**config.mk**
```make
export PLATFORM = sky130hd
export DESIGN_NAME = fm_i2s_tx
export DESIGN_NICKNAME = d
export VERILOG_FILES = /design/src/rtl/fm_i2s_tx.sv
export SDC_FILE = /design/constraint.sdc
export NUM_CORES = 1
export LEC_CHECK = 0
export CORE_MARGIN = 5
export CORE_UTILIZATION = 30
export DETAILED_ROUTE_END_ITERATION = 8
export GPL_TIMING_DRIVEN = 0
export HOLD_SLACK_MARGIN = 0.08
export PLACE_DENSITY = 0.47
export SYNTH_ARGS = -nofsm -noshare
export SYNTH_HDL_FRONTEND = slang
export SYNTH_SLANG_ARGS = --single-unit
```
**constraint.sdc**
```tcl
create_clock -name clk -period 8 [get_ports clk]
set_clock_uncertainty 0.15 [all_clocks]
set_input_delay 1.2 -clock clk [delete_from_list [all_inputs] [get_ports clk]]
set_output_delay 1.2 -clock clk [all_outputs]
set_load 0.01 [all_outputs]
```
**src/rtl/fm_i2s_tx.sv**
```systemverilog
// Stereo I2S transmitter: buffers L/R sample pairs in a small FIFO and serialises
// each pair into a 2*SLOT_WIDTH-bit I2S frame. Optional macro FM_I2S_HOLD_LAST_EN.
module fm_i2s_tx #(
    parameter int DATA_WIDTH = 10,
    parameter int SLOT_WIDTH = 16,
    parameter int SCLK_DIV   = 8,
    parameter int FIFO_AW    = 2
) (
    input  logic                  clk,
    input  logic                  reset_n,
    input  logic [DATA_WIDTH-1:0] in_left,
    input  logic [DATA_WIDTH-1:0] in_right,
    input  logic                  in_valid,
    output logic                  i2s_bclk,
    output logic                  i2s_lrck,
    output logic                  i2s_sdata,
    output logic                  fifo_full,
    output logic                  overflow,
    output logic                  underflow
);

    localparam int FRAME_BITS = 2 * SLOT_WIDTH;
    localparam int BIT_W      = $clog2(FRAME_BITS);
    localparam int DIV_W      = $clog2(SCLK_DIV);
    localparam int DEPTH      = 1 << FIFO_AW;
    localparam int CNT_W      = FIFO_AW + 1;

    logic [DIV_W-1:0]        div_cnt;
    logic [BIT_W-1:0]        bit_cnt;
    logic [BIT_W-1:0]        next_bit;
    logic [SLOT_WIDTH-1:0]   slot_left;
    logic [SLOT_WIDTH-1:0]   slot_right;
    logic [SLOT_WIDTH-1:0]   frame_left;
    logic [SLOT_WIDTH-1:0]   frame_right;
    logic [FRAME_BITS-1:0]   frame_word;
    logic [2*DATA_WIDTH-1:0] mem [DEPTH];
    logic [FIFO_AW-1:0]      wr_ptr;
    logic [FIFO_AW-1:0]      rd_ptr;
    logic [CNT_W-1:0]        count;
    logic                    div_tc;
    logic                    fall_event;
    logic                    frame_start;
    logic                    fifo_empty;
    logic                    push;
    logic                    pop;
    logic                    drop;
    logic                    sdata_next;
    logic                    lrck_next;

    // Samples are left-justified in the slot with zero padding below the LSB.
    function automatic logic [SLOT_WIDTH-1:0] to_slot(input logic [DATA_WIDTH-1:0] s);
        logic [SLOT_WIDTH-1:0] w;
        w = '0;
        w[SLOT_WIDTH-1 -: DATA_WIDTH] = s;
        return w;
    endfunction

    assign div_tc      = (div_cnt == DIV_W'(SCLK_DIV - 1));
    assign fall_event  = div_tc && i2s_bclk;
    assign next_bit    = (bit_cnt == BIT_W'(FRAME_BITS - 1)) ? '0 : bit_cnt + BIT_W'(1);
    assign frame_start = fall_event && (next_bit == '0);
    assign fifo_empty  = (count == '0);
    assign fifo_full   = (count == CNT_W'(DEPTH));
    assign pop         = frame_start && !fifo_empty;
    assign push        = in_valid && (!fifo_full || pop);
    assign drop        = in_valid && fifo_full && !pop;

    // At frame start the freshly loaded pair must already feed the MSB of this update.
    always_comb begin
        frame_left  = slot_left;
        frame_right = slot_right;
        if (frame_start) begin
            if (pop) begin
                frame_left  = to_slot(mem[rd_ptr][2*DATA_WIDTH-1:DATA_WIDTH]);
                frame_right = to_slot(mem[rd_ptr][DATA_WIDTH-1:0]);
            end else begin
`ifdef FM_I2S_HOLD_LAST_EN
                frame_left  = slot_left;
                frame_right = slot_right;
`else
                frame_left  = '0;
                frame_right = '0;
`endif
            end
        end
        frame_word = {frame_left, frame_right};
        sdata_next = frame_word[BIT_W'(FRAME_BITS - 1) - next_bit];
        lrck_next  = (next_bit >= BIT_W'(SLOT_WIDTH - 1)) && (next_bit <= BIT_W'(FRAME_BITS - 2));
    end

    always_ff @(posedge clk) begin
        if (!reset_n) begin
            div_cnt    <= '0;
            bit_cnt    <= BIT_W'(FRAME_BITS - 1);
            i2s_bclk   <= 1'b0;
            i2s_lrck   <= 1'b0;
            i2s_sdata  <= 1'b0;
            slot_left  <= '0;
            slot_right <= '0;
            underflow  <= 1'b0;
            overflow   <= 1'b0;
            wr_ptr     <= '0;
            rd_ptr     <= '0;
            count      <= '0;
        end else begin
            div_cnt   <= div_tc ? '0 : div_cnt + DIV_W'(1);
            underflow <= frame_start && fifo_empty;
            if (div_tc) begin
                i2s_bclk <= ~i2s_bclk;
            end
            if (fall_event) begin
                bit_cnt    <= next_bit;
                i2s_sdata  <= sdata_next;
                i2s_lrck   <= lrck_next;
                slot_left  <= frame_left;
                slot_right <= frame_right;
            end
            if (drop) begin
                overflow <= 1'b1;
            end
            if (push) begin
                wr_ptr <= wr_ptr + FIFO_AW'(1);
            end
            if (pop) begin
                rd_ptr <= rd_ptr + FIFO_AW'(1);
            end
            case ({push, pop})
                2'b10:   count <= count + CNT_W'(1);
                2'b01:   count <= count - CNT_W'(1);
                default: count <= count;
            endcase
        end
    end

    // Storage needs no reset: the pointers define what is valid.
    always_ff @(posedge clk) begin
        if (reset_n && push) begin
            mem[wr_ptr] <= {in_left, in_right};
        end
    end

endmodule

```
---- Word-level counts from Yosys, hierarchy flattened ----
Memory sizes are Yosys's and may differ from the RTL's. A register that Yosys moved wholly into a read port is not among the register bits.
Index checks and enable logic that the tools add are counted.
storage, ports and cells
  logic and storage cells ................. 59
  bits in registers ....................... 52
  bits in writable memories ............... 80
  memories ................................ 1
cells by class
  add/subtract/negate cells ............... 7
  reductions and logical operators ........ 17
  magnitude comparators ................... 3
  mux-type cells .......................... 12
  eq/ne operators ......................... 5
  bitwise operators ....................... 2
memory list
  name  depth  bits a word  read ports  clocked after memory_dff  wr ports  line  text
  mem   4      20           1           1                         1         36    logic [2*DATA_WIDTH-1:0] mem [DEPTH];
operators with widths
  operator               count
  $mux W16               4
  $logic_and A1 B1 Y1    9
  $add A3 B1 Y3 const B  2
  $eq A3 B3 Y1 const B   2
  $lt A5 B6 Y1 const B   1
  $pmux W3 S2            1
  $add A5 B1 Y5 const B  1
  $bmux W1 S5            1
  $eq A5 B5 Y1 const B   1
  $ge A5 B4 Y1 const B   1
  $le A5 B5 Y1 const B   1
  $logic_not A5 Y1       1
  $mux W5                1
  $sub A5 B5 Y5 const A  1
  $add A2 B1 Y2 const B  2
  $mux W2                2
  $logic_not A1 Y1       3
  $logic_not A3 Y1       1
  $mux W1                3
  $sub A3 B1 Y3 const B  1
  $eq A2 B1 Y1 const B   1
  $eq A2 B2 Y1 const B   1
  $not A1 Y1             2
  $reduce_bool A2 Y1     1
  other kinds (2)        2

---- Longest topological paths before layout ----
Gate-level depths: netlist of the first run.
  depth after elaboration ................. 10
  mapped depth ............................ 13
  depth with buffers taken out ............ 12

---- Worst setup path after synthesis of the first run ----
No wires, ideal clock.
  path type ............................... register to register
  from .................................... reg bit_cnt[0]
  to ...................................... reg count[2]
  period minus slack after synthesis ...... 3080 ps
  path slack .............................. 4920 ps
  stages on the path, launching flop included .. 14
  data arrival time ....................... 2802 ps
  cell sequence ........................... dfxtp_1 > ha_1 > and3_1 > ha_1 > and4b_1 > o211ai_1 > nor2_4 > buf_2 > nand2_1 > fa_1 > nor3b_1 > a31oi_1 > xor2_1 > nor2_1
between the ends
  word-level cells in the longest chain between the ends .. 9
  elaborated cells between the ends (all ways) .. 12
  classes of those cells .................. 1 x add/sub; 3 x eq/ne; 2 x mux; 6 x reduce/logical
ends and longest elaborated chain
  element                                                   line  text
  from (decl)                                               29    logic [BIT_W-1:0] bit_cnt;
  from (signal assigned)                                    94    bit_cnt <= BIT_W'(FRAME_BITS - 1);
  from (signal assigned)                                    112   bit_cnt <= next_bit;
  $add A5 B1 Y5 / $eq A5 B5 Y1 (equally long branches)      60    assign next_bit = (bit_cnt == BIT_W'(FRAME_BITS - 1)) ? '0 : bit_cnt + BIT_W'(1);
  $mux W5 (*)                                               60
  named net next_bit[4]                                     30    logic [BIT_W-1:0] next_bit;
  $logic_not A5 Y1 (*)                                      61    assign frame_start = fall_event && (next_bit == '0);
  $logic_and A1 B1 Y1 (*)                                   61
  $logic_and A1 B1 Y1 (*)                                   64    assign pop = frame_start && !fifo_empty;
  $logic_or A1 B1 Y1                                        65    assign push = in_valid && (!fifo_full || pop);
  $logic_and A1 B1 Y1                                       65
  $eq A2 B1 Y1 / $eq A2 B2 Y1 (equally long branches)       127   case ({push, pop})
  $pmux W3 S2 / $reduce_bool A2 Y1 (equally long branches)  n/a
  to (signal assigned)                                      128   2'b10: count <= count + CNT_W'(1);
  to (signal assigned)                                      129   2'b01: count <= count - CNT_W'(1);
  to (signal assigned)                                      130   default: count <= count;
  to (decl)                                                 39    logic [CNT_W-1:0] count;
Mark *: on every way through the listed nets, which the timed path passes. The rest lies on a longest branch.
A chain may end at the register's enable or synchronous reset.

---- Worst setup path in the final report of the first run ----
  from .................................... reg bit_cnt[0]
  to ...................................... mem mem[0][4] in the netlist's numbering, enable pin
between the ends
  word-level cells in the longest chain between the ends .. 10
  elaborated cells between the ends (all ways) .. 11
  classes of those cells .................. 1 x add/sub; 1 x eq/ne; 3 x mux; 6 x reduce/logical
ends and longest elaborated chain
  element                                               line  text
  $add A5 B1 Y5 / $eq A5 B5 Y1 (equally long branches)  60
  $mux W5 (*)                                           60
  $logic_not A5 Y1 (*)                                  61
  $logic_and A1 B1 Y1 (*)                               61
  $logic_and A1 B1 Y1 (*)                               64
  $logic_or A1 B1 Y1 (*)                                65
  $logic_and A1 B1 Y1 (*)                               65
  $logic_and A1 B1 Y1 (*)                               137   if (reset_n && push) begin
  $mux W1 (*)                                           137
  $mux W1 (implied by the code) (*)                     138   mem[wr_ptr] <= {in_left, in_right};
  to (decl)                                             36
Every way passes the cells marked *; elsewhere a longest branch is shown, timed or not.

==> results.cfg, run 1 <==
[power_and_ir_drop]
powerDensity_nw_per_um2 = 245
finalPower_mw = 1.59
max-vdd-ir-drop_mv = 0.139
p_leak_nw = 2.25

[clock_tree]
cts.sinks = 134
cts_tree = built
clock_path_buffers = 2
clkTransAtPathRegs_ps = 60
clock_latency_ps = 410
cts_root_buf = clkbuf_16
post_cts_buffers = 0
cts_made_buffers = 17
cts_max_level = 4
cts_hold_buf = 0
cts-resized-gates = 0

[setup_path]
reg2reg_from = bit_cnt[0]
ff2ff_path_depth = 9
arrival_ps = 3760
crit_start = bit_cnt[0]
crit_path_end_kind = register
r2r_end = mem[0][4]
critPathCapture = mem[0][4]
worst_setup_path_start_kind = register
r2r_slack_ps = 4120
cp_max_fo = 20
crit_required_ps = 7880
critPathKind = register to register

[run_status]
status = finished clean

[synthesis]
syn_avg_cell_area_um2 = 15.1
syn_nets = 385
yosys_warnings = 0
synth_edf_count = 80
yosysTopAreaCell = edfxtp_1
postSynthCellCount = 351
synth_area_um2 = 5310
ys_seq_area_share_pct = 65.6
synthTopCellsByArea = edfxtp_1, dfxtp_1, mux4_2
ys.flop_type = edfxtp_1
yosysTopAreaCellShare_pct = 45.3
ys_ff_latch = 134
synthArstFlopShare_pct = 0
synth_cell_types = 47

[global_route]
antenna_found_initial = 0
grt_pass1_wl_um = 17400
grt_util_all_layers_pct = 11.5
gr-total-overflow = 0
grt_pass1_vias = 3148
grt_max_degree = 21

[timing]
finalSetupViolCount = 0
finalSetupTns_ps = 0
rsz0062_at_grt = false
timing.fmax_mhz = 258
fin_crit_ps = 3880
fin_crit_sh_pct = 48.5
worst_slew_pin_slew_ps = 1140
slew_violations = 0
relSlewSlack_pct = 23.7
final-hold-violation-count = 0

[routing]
drt_iter0_drc = 163
finalWirelength_um = 10800
wl_per_cell_um = 17.0
vias = 3023
drc_errors = 0
ant_nets = 0
firstDrtPassIters = 4
via_per_inst = 4.76

[finish]
fin_util_pct = 37.2
syn_to_final_growth_pct = 21.7
layout.nets = 432
n_antenna_cell = 0
drive_gt1_share_pct = 15.9
multi_input_area_um2 = 1690
fillers = 1636
seq_area_um2 = 3480

[min_path]
hp-class = register to register
whs_path_depth = 1

[floorplanning]
fp.dieH_um = 143
chipWidth_um = 143
pin_count = 29
start_util_pct = 30.6
dieArea_um2 = 20500
core_area_um2 = 17400
row_count = 48

[placement]
place_congestion = 0.755
port_buffers = 28
dp_hpwl_um = 7140

[run]
drv_cap = 0
-- how the worst min path moves through the flow --
| stage | startpoint | to |
|---|---|---|
| after global placement | div_cnt[0] | div_cnt[0] |
| after CTS | div_cnt[0] | div_cnt[0] |
| final | div_cnt[0] | div_cnt[0] |
| after global routing | div_cnt[0] | div_cnt[0] |
| after floorplan | div_cnt[0] | div_cnt[0] |
| after detailed placement | div_cnt[0] | div_cnt[0] |
-- metrics by stage --
step	hold WS [ps]	cells	area [µm²]	setup WS, ps
finish	275	635	6460	4120
floorplan	254	351	5310	4920
global route	293	635	6460	3800
global placement	265	604	5870	4050
detailed placement	274	604	5870	4010
CTS	283	635	6460	3990
-- cell usage in the layout (no fill, tap or decap), types with 3 or more instances in the layout --
cell type        instances
a21oi_1                  5
a22o_1                  12
a22oi_1                  8
a31oi_1                  7
and2_1                  13
and3_1                  18
buf_2                    3
buf_4                    4
bufinv_16                4
clkbuf_1                10
clkbuf_16               17
clkdlybuf4s50_1         28
clkinv_1                 7
clkinv_2                 3
dfxtp_1                 54
edfxtp_1                80
ha_1                    10
inv_1                    6
mux4_2                  24
nand2_1                 17
nand3_1                  4
nor2_1                  26
nor3b_1                  4
o211ai_1                 6
or3_1                    3
xnor2_1                  5
-- cell usage after synthesis, drive strengths merged (6+ instances only) --
cell type  instances
a22o              12
a21oi              6
a22oi              8
ha                10
nor2              28
and3              19
inv                6
and2              13
edfxtp            80
dfxtp             54
clkbuf            10
nand2             17
o211ai             6
buf                9
mux4              24
a31oi              7
-- registers in the layout, summed over array words and instances, names as in the netlist, named ones only --
name / cells
underflow: 1
wr_ptr: 2
bit_cnt: 5
count: 3
i2s_lrck: 1
slot_left: 16
i2s_sdata: 1
i2s_bclk: 1
overflow: 1
slot_right: 16
mem: 80
div_cnt: 3
rd_ptr: 2
-- per-layer routing --
layer	GRT usage, %	vias up	routed length (µm)
met5	0	-	0
met4	5.25	0	221
met3	3.38	18	378
met2	18.2	50	5210
met1	14.5	1518	4960
li1	-	1437	-
-- cell families (layout without fill, tap and decap cells) --
family | after synthesis | in the layout | synth area share (%)
flip-flops | 134 | 134 | 65.6
AND/OR/NAND/NOR | 95 | 95 | 9.59
AO/OA/AOI/OAI | 50 | 50 | 7.09
multiplexers | 28 | 28 | 11.3
buffers and inverters | 26 | 85 | 2.55
adder cells (fa/ha/maj) | 11 | 11 | 2.73
XOR/XNOR | 7 | 7 | 1.15
-- critical path, stage by stage (launching register included) --
cell,delay [ps]
dfxtp_1,480
ha_1,230
and3_1,180
ha_1,320
nor2b_1,140
mux2i_4,280
nand3_4,190
buf_8,190
a21oi_2,340
and3_1,980
-- layout make-up --
| type | instances | area share [%] |
|---|---|---|
| sequential | 134 | 53.9 |
| inverter | 7 | 0.407 |
| multi-input combinational | 191 | 26.2 |
| clock buffer | 17 | 6.58 |
| tap | 225 | 4.36 |
| clock inverter | 14 | 2.56 |
| buffer | 19 | 1.68 |
| timing repair buffer | 28 | 4.34 |
-- where the power goes --
group	switching (mW)	internal, mW	total [mW]
sequential	0.00453	0.747	0.752
clock	0.274	0.510	0.784
combinational	0.0276	0.0221	0.0497
(Power assumes the default switching activity.)
==> run 2, diff against run 1 <==
Settings changed: PLACE_DENSITY 0.47 to 0.48.
Clock period 8 ns to 3.3 ns, I/O delays scaled along.
==> results.cfg, run 2 (synthesized netlist as in run 1, its figures left out) <==
[run_status]
status = finished clean

[clock_tree]
clock_path_buffers = 2
cts_hold_buf = 0
cts.sinks = 134
cts_max_level = 4
cts_made_buffers = 17
clock_latency_ps = 410
clkTransAtPathRegs_ps = 60
cts_root_buf = clkbuf_16
cts_tree = built

[finish]
n_antenna_cell = 0
layout_commonest_cell = edfxtp_1
largest_register = mem
multi_input_area_um2 = 1780
final_cell_mix = edfxtp_1, dfxtp_1, clkdlybuf4s50_1
largest_reg_flops = 80
syn_to_final_growth_pct = 25.1
fin_util_pct = 38.2
drive_gt1_share_pct = 21.2
fin_cells = 644
seq_area_um2 = 3490
post-route-cell-area_um2 = 6640
reg_top3 = mem: 80 flops, slot_left: 16 flops, slot_right: 16 flops
layout.nets = 440
fillers = 1618

[floorplanning]
start_util_pct = 30.6
chipWidth_um = 143
fp.dieH_um = 143
pin_count = 29
dieArea_um2 = 20500
core_area_um2 = 17400
row_count = 48

[timing]
final-hold-violation-count = 0
worst_slew_pin_slew_ps = 782
rsz0062_at_grt = false
timing.fmax_mhz = 311
fin_crit_ps = 3210
fin_crit_sh_pct = 97.4
finalSetupViolCount = 0
relSlewSlack_pct = 47.9
finalSetupTns_ps = 0
hold_ws_ps = 274
slew_violations = 0
worst_slack_ps = 86.6

[min_path]
hp-class = register to register
whs_path_depth = 1
hold_start = div_cnt[0]

[placement]
place_congestion = 0.769
dp_hpwl_um = 7240
place_inst = 604
dpl_cell_area_um2 = 5870
port_buffers = 28
dp_slack_ps = -718

[routing]
drt_iter0_drc = 199
vias = 3126
ant_nets = 0
finalWirelength_um = 11700
via_per_inst = 4.85
drc_errors = 0
wl_per_cell_um = 18.2
firstDrtPassIters = 4

[setup_path]
crit_path_end_kind = register
r2r_slack_ps = 90
r2r_end = i2s_sdata
cp_max_fo = 10
crit_required_ps = 3420
arrival_ps = 3330
worst_setup_path_start_kind = register
critPathCapture = i2s_sdata
ff2ff_path_depth = 12
critPathKind = register to register
reg2reg_from = bit_cnt[0]
crit_start = bit_cnt[0]

[power_and_ir_drop]
max-vdd-ir-drop_mv = 0.370
p_leak_nw = 2.29
powerDensity_nw_per_um2 = 600
finalPower_mw = 3.98

[global_route]
antenna_found_initial = 0
grt_pass1_vias = 3214
gr-total-overflow = 0
grt_util_all_layers_pct = 12.3
grt_max_degree = 17
grt_pass1_wl_um = 18500

[run]
drv_cap = 0
-- run 2: changes by cell type in the layout (fill, tap and decap cells not counted), sizes merged --
cell	delta
and3	+4
buf	+4
clkinv	-4
clkinvlp	+3
bufinv	+1
clkbuf	+1
-- run 2: routing by layer --
layer	track usage (%)	share of wire (%)
met1	15.9	46
met2	20.2	50
met3	2.81	2.8
met4	4.80	1.6
met5	0	0
-- run 2: cell type report --
cell class | count | area share, %
flip-flops and latches | 134 | 52.5
multi-input cells | 195 | 26.8
clock buffers | 18 | 6.46
repair buffers | 32 | 4.67
well taps | 225 | 4.24
clock inverters | 14 | 3.13
plain buffers | 19 | 1.73
inverters | 7 | 0.396
-- run 2: how the worst min path moves through the flow --
stage / endpoint
final: div_cnt[0]
after global routing: div_cnt[0]
after CTS: div_cnt[0]
after detailed placement: div_cnt[0]
after global placement: div_cnt[0]
after floorplan: div_cnt[0]
-- run 2: timing repair --
action	CTS	global route
pin swaps	5	4
setup buffers	2	2
setup endpoints to repair	83	2
resized for setup	18	6
gates cloned	4	0
-- run 2: worst max-delay path, cell delays in order (launching register included) --
cell	delay [ps]
dfxtp_4	370
ha_1	220
and3_1	200
ha_2	360
and4b_2	280
o211ai_1	190
nor2_4	80
buf_4	190
a22o_1	220
a311oi_1	330
a2111oi_2	120
a211oi_1	250
a31oi_1	120
-- run 2: power breakdown --
| part | internal, mW | switching, mW |
|---|---|---|
| clock | 1.33 | 0.693 |
| sequential | 1.81 | 0.0107 |
| combinational | 0.0608 | 0.0784 |
==> run 3, diff against run 2 <==
Settings changed: PLACE_DENSITY 0.48 to unset.
==> results.cfg, run 3 (synthesized netlist as in run 1, its figures left out) <==
[run_status]
status = finished clean

[finish]
layout_commonest_cell = edfxtp_1
fin_cells = 642
n_antenna_cell = 0
final_cell_mix = edfxtp_1, dfxtp_1, clkdlybuf4s50_1
largest_register = mem
drive_gt1_share_pct = 19.2
layout.nets = 439
fin_util_pct = 37.3
syn_to_final_growth_pct = 22.1
largest_reg_flops = 80
reg_top3 = mem: 80 flops, slot_left: 16 flops, slot_right: 16 flops

[floorplanning]
chipWidth_um = 143
pin_count = 29
row_count = 48
fp.dieH_um = 143
core_area_um2 = 17400
dieArea_um2 = 20500
start_util_pct = 30.6

[global_route]
grt_pass1_wl_um = 17500
grtUsageMet1_pct = 14.4
grt_pass1_vias = 3198
met3_usage_pct = 4.29
gr-total-overflow = 0
grt_util_all_layers_pct = 11.3
antenna_found_initial = 0
use_met2_pct = 17.9
grt_max_degree = 21
busiest_layer = met2

[setup_path]
arrival_ps = 3320
critPathKind = register to register
critical_path_buf_inv_count = 1
crit_path_end_kind = register
crit_required_ps = 3480
worst_setup_path_start_kind = register
cp_max_fo = 10
critical-path-slowest-cell = a2111oi_1
crit_chain = ha_1, and3_1, ha_4, and4b_2, o211ai_1, nor2_4, buf_4, a22o_1, a311oi_1, a2111oi_1, a211oi_1, a31oi_1
critical-path-top-delay-family = compound AO/OA/AOI/OAI gates
cpPeakStageDelay_ps = 430

[clock_tree]
cts.sinks = 134
cts_max_level = 4
clock_latency_ps = 410
clock_path_buffers = 2
clkTransAtPathRegs_ps = 50
cts_root_buf = clkbuf_16
cts_tree = built
cts_made_buffers = 17

[routing]
finalWirelength_um = 10900
firstDrtPassIters = 4
wl_per_cell_um = 17.1
vias = 3111
via_per_inst = 4.85
drc_errors = 0
drt_iter0_drc = 264
ant_nets = 0

[power_and_ir_drop]
finalPower_mw = 3.54
powerDensity_nw_per_um2 = 547
p_leak_nw = 2.23
max-vdd-ir-drop_mv = 0.379

[run]
drv_cap = 0

[placement]
port_buffers = 28
place_congestion = 0.784
place_inst = 604
dp_hpwl_um = 7140

[timing]
fin_crit_ps = 3140
timing.fmax_mhz = 318
final-hold-violation-count = 0
fin_crit_sh_pct = 95.2
slew_violations = 0
worst_slew_pin_slew_ps = 685
relSlewSlack_pct = 54.3
finalSetupViolCount = 0

[min_path]
hp-class = register to register
## run 3: final cells by class
class	count	area, µm²
Timing Repair Buffer	33	318
Sequential cell	134	3490
Inverter	7	26.3
Tap cell	225	282
Fill cell	1618	10900
Multi-Input combinational cell	193	1750
Buffer	19	115
Clock buffer	21	440
Clock inverter	10	60.1
## run 3: where the power goes
group	leakage (nW)	internal, mW	switching, mW
registers	1.16	1.81	0.0115
logic	0.836	0.0572	0.0724
clock network	0.231	0.942	0.651
## run 3: final timing paths
path                                 start         end  slack [ps]  depth (start not counted)
worst max-delay path            bit_cnt[0]   i2s_sdata         160                         12
worst min-delay path            div_cnt[0]  div_cnt[0]         280                          1
worst max register to register  bit_cnt[0]   i2s_sdata         160                         12
worst min register to register  div_cnt[0]  div_cnt[0]         280                          1
## run 3: metal layers
| metal | vias up | part of all wire [%] |
|---|---|---|
| li1 | 1456 | - |
| met1 | 1568 | 45 |
| met3 | 15 | 4.6 |
| met5 | - | 0 |
| met2 | 72 | 49 |
| met4 | 0 | 1.7 |
## run 3: timing repair
item                                    in CTS  in global routing
resized for setup                            7                 11
hold endpoints to repair                     0                  0
endpoints found under the setup margin      82                 82
hold buffers                                 0                  0
pin swaps                                    1                  3
setup buffers                                2                  3
cloned                                       0                  2
## run 3: stage by stage
stage | hold WS (ps) | setup WS, ps | instance area, µm² | TNS, ps
6_report | 280 | 157 | 6480 | 0
3_3_place_gp | 262 | -487 | 5870 | -38710
4_1_cts | 283 | -148 | 6400 | -10840
5_1_grt | 301 | -3.78 | 6480 | -3.78
2_1_floorplan | 254 | 220 | 5310 | 0
3_5_place_dp | 275 | -530 | 5870 | -41700
## run 3: worst reg2reg max path: cells and delay by family, from the launching register on
family / cells / cell delay, ps
compound gates: 6 / 1160
fa+ha+maj: 2 / 460
buf+inv: 1 / 200
flops: 1 / 370
simple gates: 3 / 740
==> edit 1 (settings of run 2) <==
Build with the macro `FM_I2S_HOLD_LAST_EN` defined.
--- a/src/rtl/fm_i2s_tx.sv
+++ b/src/rtl/fm_i2s_tx.sv
@@ -1,5 +1,7 @@
 // Stereo I2S transmitter: buffers L/R sample pairs in a small FIFO and serialises
 // each pair into a 2*SLOT_WIDTH-bit I2S frame. Optional macro FM_I2S_HOLD_LAST_EN.
+`define FM_I2S_HOLD_LAST_EN
+
 module fm_i2s_tx #(
     parameter int DATA_WIDTH = 10,
     parameter int SLOT_WIDTH = 16,
Behaviour: same outputs for any inputs over 10 cycles, from zero or initial values and one cycle with reset_n low; that may be too few to reach the edited logic, so the function may still have changed.
==> edit 1 against run 2 <==
Utilization fell by 0.93 points; final area rose by 1.7%; first-iteration DRC count fell by 18%; die area rose by 3.9%; power fell by 4.2%; area after synthesis rose by 4.2%; wire length fell by 2.9%; critical path depth rose by 1; setup slack improved by 0.072 ns; worst hold slack improved by 0.010 ns; via count rose by 1.6%; sequential cell count did not move.
==> edit 1: results (changes against run 2) <==
* Status: finished clean
* Gate Count Post-Synth at 366 (+4.3%)
* First-pass GRT wire length at 18.51 mm (-0.11%)
* R2R depth at 13 (+1)
* Top cells by area, synth: edfxtp_1, dfxtp_1, mux4_2
* Count of multi-input gates at 199 (+2.1%)
* Final Non-Filler Cells at 657 (+2.0%)
* Post-synth top cells: edfxtp_1, dfxtp_1, mux4_2
* Yosys cell types at 53 (+13%)
* WHS at 0.2838 ns (+0.01025 ns)
* Met2 usage at 18.17% (-2.0 points)
* Signal buf overhead at 6.544% (+0.14 points)
* Inverters at 9 (+2)
* Gr usage total at 11.20% (-1.1 points)
* Flip-flop and latch share of the layout cell area at 51.69% (-0.86 points)
* Placement Setup Slack at -0.5586 ns (+0.1593 ns)
* Fillcell total at 1708 (+5.6%)
* Met3 wire len at 359 um (+10%)
* Vias in the first global route at 3415 (+6.3%)
* Fraction of standard cell area in multi-input logic at 28.31% (+1.5 points)
* DRT Pass-1 Iters at 5 (+1)
* Setup Fix Bufs, Post-CTS at 1 (-1)
* Dpl hpwl at 7.572 mm (+4.7%)
* R2R Setup Slk at 0.16 ns (+0.07 ns)
* Placed insts at 623 (+3.1%)
* DRT met1 WL at 5.225 mm (-2.3%)
* Worst-Margin Slew at 0.6701 ns (-0.1116 ns)
* Part of the Yosys area used for sequential elements at 62.96% (-2.7 points)
* Largest net degree at the start of global routing at 21 (+4)
* DP Area at 6100 um2 (+3.9%)
* Bufs w/o clock at 54 (+5.9%)
* M3 GR Usage at 3.177% (+0.36 points)
* Worst EP arrival at 3.30 ns (-0.03 ns)
## edit 1: changes by cell type after synthesis, moves of 4 or more
cell | before | now
nor2_1 | 26 | 9
o21ai_0 | 0 | 10
a22oi_1 | 8 | 1
mux2i_1 | 2 | 9
a22o_1 | 12 | 18
a31oi_1 | 7 | 1
buf_2 | 3 | 9
nor2b_1 | 1 | 7
o211ai_1 | 6 | 1
and2_1 | 13 | 9
o22a_1 | 0 | 4
## edit 1: critical path, stage by stage, from the launching register on
cell      delay (ns)
dfxtp_4         0.38
ha_1            0.22
and3_1          0.19
ha_2            0.31
nand4b_1        0.26
a211oi_2        0.30
nand2_2         0.13
nor2_2          0.14
inv_1           0.06
fa_1            0.40
nor2_1          0.14
a22oi_2         0.07
xnor2_1         0.12
and2_1          0.15
## edit 1: worst max-delay path by stage
stage / endpoint / depth (start not counted) / slack (ns)
final: count[2]$_SDFFE_PN0P_ / 13 / 0.16
after global routing: count[2]$_SDFFE_PN0P_ / 13 / -0.06
after CTS: count[2]$_SDFFE_PN0P_ / 13 / 0.04
after detailed placement: mem[0][10]$_DFFE_PP_ / 10 / -0.56
after global placement: mem[3][7]$_DFFE_PP_ / 10 / -0.56
after floorplan: mem[1][0]$_DFFE_PP_ / 10 / 0.26
## edit 1: cells by family after synthesis
| group | synth area share (%) |
|---|---|
| simple gates | 8.367 |
| mux | 13.27 |
| fa+ha+maj | 2.623 |
| xor+xnor | 1.108 |
| flops | 62.96 |
| compound gates | 8.412 |
| buf+inv | 3.256 |
## edit 1: where the power goes
group          total, mW  switching, mW  internal (mW)
Combinational      0.131         0.0689         0.0620
Clock               1.87          0.692           1.17
Sequential          1.82         0.0116           1.81
==> edit 2 (flow settings as in run 2) <==
Without the edit above. Put one more register stage on the output `underflow`. The value now appears one clock later. The other outputs are not delayed to match.
--- a/src/rtl/fm_i2s_tx.sv
+++ b/src/rtl/fm_i2s_tx.sv
@@ -24,6 +24,8 @@
     localparam int DIV_W      = $clog2(SCLK_DIV);
     localparam int DEPTH      = 1 << FIFO_AW;
     localparam int CNT_W      = FIFO_AW + 1;
+
+    logic underflow_s0;
 
     logic [DIV_W-1:0]        div_cnt;
     logic [BIT_W-1:0]        bit_cnt;
@@ -97,14 +99,14 @@
             i2s_sdata  <= 1'b0;
             slot_left  <= '0;
             slot_right <= '0;
-            underflow  <= 1'b0;
+            underflow_s0 <= 1'b0;
             overflow   <= 1'b0;
             wr_ptr     <= '0;
             rd_ptr     <= '0;
             count      <= '0;
         end else begin
             div_cnt   <= div_tc ? '0 : div_cnt + DIV_W'(1);
-            underflow <= frame_start && fifo_empty;
+            underflow_s0 <= frame_start && fifo_empty;
             if (div_tc) begin
                 i2s_bclk <= ~i2s_bclk;
             end
@@ -139,5 +141,9 @@
         end
     end
 
+    always_ff @(posedge clk) begin
+        underflow <= underflow_s0;
+    end
+
 endmodule
 
Formal check against the unedited RTL: no difference found for any inputs over 10 cycles, from zero or initial values and one cycle with reset_n low; that may be too few to reach the edited logic, so the function may still have changed.
==> edit 2 against run 2 <==
Die area grew 0.35%; critical path type unchanged; setup slack better by 0.035 ns; power fell by 1.4%; final area is 0.13% lower; wire length is 0.84% lower; fmax grew 1.1%; critical endpoint unchanged; largest power group unchanged; area after synthesis is 0.38% higher; sequential cell count grew 1; highest routed layer unchanged; worst hold slack worse by 0.093 ns; utilization shrank 0.050 points; global-route usage about the same.
==> edit 2: results (changes against run 2) <==
* R2R depth at 11 (-1)
* Worst Hold End: underflow$_DFF_P_
* Post-synthesis compound-gate area fraction at 7.067% (-0.027 points)
* CP peak stage delay at 0.50 ns (+0.13 ns)
* Initial DRC count at 178 (-11%)
* Syn_nets at 386 (+0.26%)
* Hold Crit Depth at 0 (-1)
* DRT Pass-1 Iters at 5 (+1)
* Fraction of layout cells with a size suffix above 1 at 19.95% (-1.3 points)
* Multiplexer area fraction after synthesis at 11.22% (-0.042 points)
* Status: finished clean
* First-pass GRT wire length at 18.57 mm (+0.26%)
* Part of the Yosys area used for sequential elements at 65.74% (+0.13 points)
* Top cells by area, synth: edfxtp_1, dfxtp_1, mux4_2
* FMAX at 314.7 MHz (+1.1%)
* Clock-cell share at 9.266% (-0.33 points)
* Worst-Margin Slew at 0.7674 ns (-0.01434 ns)
* CLK BUF at 22 (+4)
* NumNets Final at 442 (+0.45%)
* Fillcell total at 1617 (-0.062%)
* GP Congestion at 0.7735 (+0.55%)
* Slowest-stage cell, CP: mux4_2
* Vias in the first global route at 3156 (-1.8%)
* Seq cells at 135 (+0.75%)
* Pleak at 2.305 nW (+0.45%)
* IR drop worst, VDD at 0.0003455 V (-6.6%)
* Signal buf overhead at 6.530% (+0.12 points)
* Synth Area in XOR/XNOR at 1.151% (-0.0043 points)
* Worst Hold Launch: underflow_s0$_SDFF_PN0_
-- edit 2: layer usage --
metal,routed length [um],track usage [%],vias up
li1,-,-,1461
met1,5344,15.95,1566
met2,5698,19.93,68
met3,467,3.550,9
met4,123,4.311,0
met5,0,0,-
-- edit 2: through the flow --
step	area (um2)	setup TNS, ns	cells	power (mW)
floorplan	5329	0	352	1.925
global placement	5891	-44.91	605	1.988
detailed placement	5891	-50.76	605	1.994
CTS	6609	0	644	3.982
global route	6630	-0.006838	646	4.072
finish	6630	0	646	3.928
-- edit 2: power breakdown --
group	internal [mW]	leakage [nW]	switching [mW]	total [mW]
Clock	1.29	0.299	0.663	1.96
Combinational	0.0602	0.836	0.0772	0.137
Sequential	1.82	1.17	0.0109	1.83
-- edit 2: repair_timing --
item | CTS | global route
hold endpoints to repair | 0 | 0
cloned | 4 | 0
setup endpoints to repair | 83 | 83
gates resized for setup | 17 | 3
pin swaps | 5 | 1
buffers inserted | 3 | 2
